## config.mk

```make
export PLATFORM = sky130hd
export DESIGN_NAME = serial_adder
export DESIGN_NICKNAME = d
export VERILOG_FILES = /design/src/rtl/serial_adder_pkg.sv /design/src/rtl/serial_adder_fa_bit.sv /design/src/rtl/serial_adder.sv
export SDC_FILE = /design/constraint.sdc
export NUM_CORES = 1
export LEC_CHECK = 0
export CORE_UTILIZATION = 50
export CTS_BUF_LIST = sky130_fd_sc_hd__clkbuf_4 sky130_fd_sc_hd__clkbuf_8
export DETAILED_ROUTE_END_ITERATION = 7
export PLACE_DENSITY_LB_ADDON = 0.2
export SYNTH_ARGS = -nofsm -noshare
export SYNTH_HDL_FRONTEND = slang
export SYNTH_HIERARCHICAL = 1
export SYNTH_SLANG_ARGS = --single-unit
```

## constraint.sdc

```tcl
create_clock -name clk -period 1.9 [get_ports clk]
set_clock_uncertainty 0.1 [all_clocks]
set_input_delay 0.19 -clock clk [delete_from_list [all_inputs] [get_ports clk]]
set_output_delay 0.19 -clock clk [all_outputs]
set_load 0.005 [all_outputs]
```

## src/rtl/serial_adder_pkg.sv

```systemverilog
// Shared types and helpers for the bit-serial adder.
// Holds the FSM state encoding and the counter-width function.
package serial_adder_pkg;

    typedef enum logic [1:0] {
        IDLE  = 2'd0,
        SHIFT = 2'd1,
        DONE  = 2'd2
    } state_t;

    // Counter must hold WIDTH-1; keep at least one bit for WIDTH=1.
    function automatic int cnt_w(input int w);
        return (w <= 2) ? 1 : $clog2(w);
    endfunction

endpackage

```

## src/rtl/serial_adder_fa_bit.sv

```systemverilog
// One-bit full adder cell used by serial_adder.
// Ports: a, b, ci -> s (sum bit), co (carry out). Purely combinational.
module fa_bit (
    input  logic a,
    input  logic b,
    input  logic ci,
    output logic s,
    output logic co
);

    assign s  = a ^ b ^ ci;
    assign co = (a & b) | (a & ci) | (b & ci);

endmodule

```

## src/rtl/serial_adder.sv

```systemverilog
// Bit-serial adder: streams a, b, c_in LSB-first through one fa_bit.
// Ports: clk, rst_n (sync, active-low), in_valid/in_ready + a, b, c_in
// operand handshake; out_valid/out_ready + sum, c_out result handshake.
module serial_adder
    import serial_adder_pkg::*;
#(
    parameter int WIDTH = 8
) (
    input  logic             clk,
    input  logic             rst_n,
    input  logic             in_valid,
    output logic             in_ready,
    input  logic [WIDTH-1:0] a,
    input  logic [WIDTH-1:0] b,
    input  logic             c_in,
    output logic             out_valid,
    input  logic             out_ready,
    output logic [WIDTH-1:0] sum,
    output logic             c_out
);

    localparam int CW = cnt_w(WIDTH);
    localparam logic [CW-1:0] LAST = CW'(WIDTH - 1);

    state_t           state;
    logic [WIDTH-1:0] a_sh;
    logic [WIDTH-1:0] b_sh;
    logic [WIDTH-1:0] sum_sh;
    logic             carry;
    logic [CW-1:0]    cnt;

    logic             s;
    logic             co;
    logic [WIDTH:0]   sum_ins;

    fa_bit u_fa (
        .a  (a_sh[0]),
        .b  (b_sh[0]),
        .ci (carry),
        .s  (s),
        .co (co)
    );

    // New bit enters at the MSB; dropping bit 0 gives the shifted value.
    // Written this way so WIDTH=1 needs no special case.
    assign sum_ins = {s, sum_sh};

    always_ff @(posedge clk) begin
        if (!rst_n) begin
            state  <= IDLE;
            a_sh   <= '0;
            b_sh   <= '0;
            sum_sh <= '0;
            carry  <= 1'b0;
            cnt    <= '0;
        end else begin
            case (state)
                IDLE: begin
                    if (in_valid) begin
                        a_sh  <= a;
                        b_sh  <= b;
                        carry <= c_in;
                        cnt   <= '0;
                        state <= SHIFT;
                    end
                end
                SHIFT: begin
                    sum_sh <= sum_ins[WIDTH:1];
                    a_sh   <= a_sh >> 1;
                    b_sh   <= b_sh >> 1;
                    carry  <= co;
                    if (cnt == LAST) begin
                        cnt   <= '0;
                        state <= DONE;
                    end else begin
                        cnt <= cnt + 1'b1;
                    end
                end
                DONE: begin
                    if (out_ready) begin
                        state <= IDLE;
                    end
                end
                default: begin
                    state <= IDLE;
                end
            endcase
        end
    end

    assign in_ready  = (state == IDLE);
    assign out_valid = (state == DONE);
    assign sum       = sum_sh;
    assign c_out     = carry;

endmodule
```

==> impl_metrics.yaml <==
clock_tree:
  cts_resized: 0
  cts_tree: "yes"
  cts-root-buf: "clkbuf_4"
  numCtsBuffers: 5
  postCtsHoldBufs: 0
  path_clk_slew_ns: 0.10
  cts_setup_buffers: 0
  htreeDepth: 2
  clockBufferDepth: 2
  clk_latency_ns: 0.33
  cts_sinks: 30
placed_design:
  port_buffers: 31
  dp_worst_setup_slack_ns: 0.1026
  dp_cells: 191
  placed_area_um2: 1615
  hpwl_um: 1768
  routabilityCongestion: 0.7121
timing:
  worstMarginPinSlew_ns: 0.4755
  hold_viol: 0
  setup_viol: 0
  period_share_pct: 95.32
  slew_headroom_pct: 68.16
  finalSetupTns_ns: 0
  setup_slack_ns: 0.08892
  fmax_mhz: 552.2
  holdWs_ns: 0.3810
  rsz0062_at_grt: "false"
  maxSlewViolCount: 0
  period_minus_slack_ns: 1.811
synthesis:
  synth_ff_type: "dfxtp_1"
  synth_edf_count: 0
  ys_warn_count: 6
  netlist_instances: 137
  ys_seq_area_share_pct: 45.54
  synth.cell_area_um2: 1319
  synth_nets: 161
  yosys_register_bits: 30
  synth_cell_type_count: 24
  syn_avg_cell_area_um2: 9.626
  synthArstFlopShare_pct: 0
layout:
  fill_cells: 220
  final_cells: 199
  utilization_pct: 68.38
  final_cell_area_um2: 1694
  layout.nets: 192
  areaGrowthSynthToFinish_pct: 28.46
  antenna_cells: 0
  drive_gt1_share_pct: 14.20
hold_path:
  worstHoldStart: "a[4]"
  hold_class: "primary input to register"
critical_path:
  path_cells: "and2b_2 > clkdlybuf4s50_1"
  crit_buf_inv: 1
  slowest_delay_ns: 0.50
  crit_path_end_kind: "primary output"
  crit-reg2reg-launch: "state[1]"
  cpMaxStageDelayCell: "dfxtp_1"
  crit_family: "flip-flops"
  required_ns: 1.61
  critPathArrivalTime_ns: 1.52
  crit_fanout: 9
  start_kind: "register"
  startpoint: "state[0]"
  crit_type: "register to primary output"
routing:
  vias_per_cell: 5.367
  wirelength_um: 2527
  drc_errors: 0
  first_pass_iters: 4
  wl_per_cell_um: 12.70
  vias: 1068
  drtIter0Drc: 11
  antenna_left: 0
global_routing:
  grt_max_degree: 31
  first_global_vias: 998
  grt_pass1_wl_um: 4057
  grt_overflow: 0
  grt_usage_pct: 20.82
  antenna_found_initial: 0
floorplan:
  initial_core_util_pct: 53.23
  io_pins: 32
  die-area_um2: 2847
  core_area_um2: 2477
  die_w_um: 53.36
  rows: 18
  dieHeight_um: 53.36
pwr:
  power_density_nw_per_um2: 796.6
  p_leak_nw: 0.6228
  ir_worst_vdd_uv: 610.8
  p_total_mw: 1.349
run_status:
  status: "finished clean"
flow_run:
  maxCapViolations: 0
## report_power, final
group          switching, mW  internal, mW  leakage [nW]
combinational         0.0863         0.102         0.332
clock                  0.214         0.253        0.0446
sequential            0.0280         0.667         0.247
total                  0.328          1.02         0.623
## cell families after synthesis
kind of cell,share of synthesized area (%)
DFF,45.54
and+or+nand+nor,20.12
muxes,0.7590
adders and majority gates,3.415
buffers and inverters,6.167
AOI/OAI and AO/OA,24.00
## sequential cells by signal, summed over array words and instances (netlist names)
signal / cells
a_sh: 8
b_sh: 8
c_out: 1
cnt: 3
state: 2
sum: 8
## synth_stat cells, types with 2 or more instances
master,instances,area (µm²)
dfxtp_1,30,600.6
ha_1,2,25.02
buf_6,2,22.52
nor3b_1,2,15.01
o221ai_1,5,43.79
a22oi_1,6,45.04
a21boi_0,8,60.06
nand2_1,16,60.06
o221ai_2,10,150.1
nor2b_1,6,37.54
nor2_1,32,120.1
inv_1,2,7.510
clkbuf_1,5,18.77
## layer usage
layer / routed length [µm] / GRT usage, %
met2: 1263 / 34.38
met3: 102 / 6.034
met4: 63 / 14.47
met5: 0 / 0
met1: 1097 / 22.50
## placed cells by master (no fill, tap or decap), types with 2 or more instances in the layout
master	instances
nor2_1	32
clkdlybuf4s50_1	31
dfxtp_1	30
nand2_1	16
o221ai_2	10
a21boi_0	8
a22oi_1	6
nor2b_1	6
o221ai_1	5
clkbuf_4	5
clkbuf_8	3
buf_4	3
inv_1	2
nor3b_1	2
ha_1	2
## worst paths after layout
check / slack (ns) / to / depth (start not counted)
worst max register to register: 0.41 / b_sh[1] / 4
worst min-delay path: 0.38 / a_sh[4] / 3
worst max-delay path: 0.09 / out_valid / 2
worst min register to register: 0.38 / sum[7] / 2
## worst min-delay path, cell delays in order
cell and delay, ns:
clkdlybuf4s50_1 0.41, o221ai_2 0.12, nor2_1 0.05
## final cells by class
type	instances	area, µm²	area share [%]
clock buffer	8	78.83	4.653
inverter	2	7.507	0.4431
timing repair buffer	34	332.8	19.65
multi-input combinational	95	636.9	37.59
tap	30	37.54	2.216
sequential	30	600.6	35.45
No activity file was read; power rests on OpenSTA's default activity.
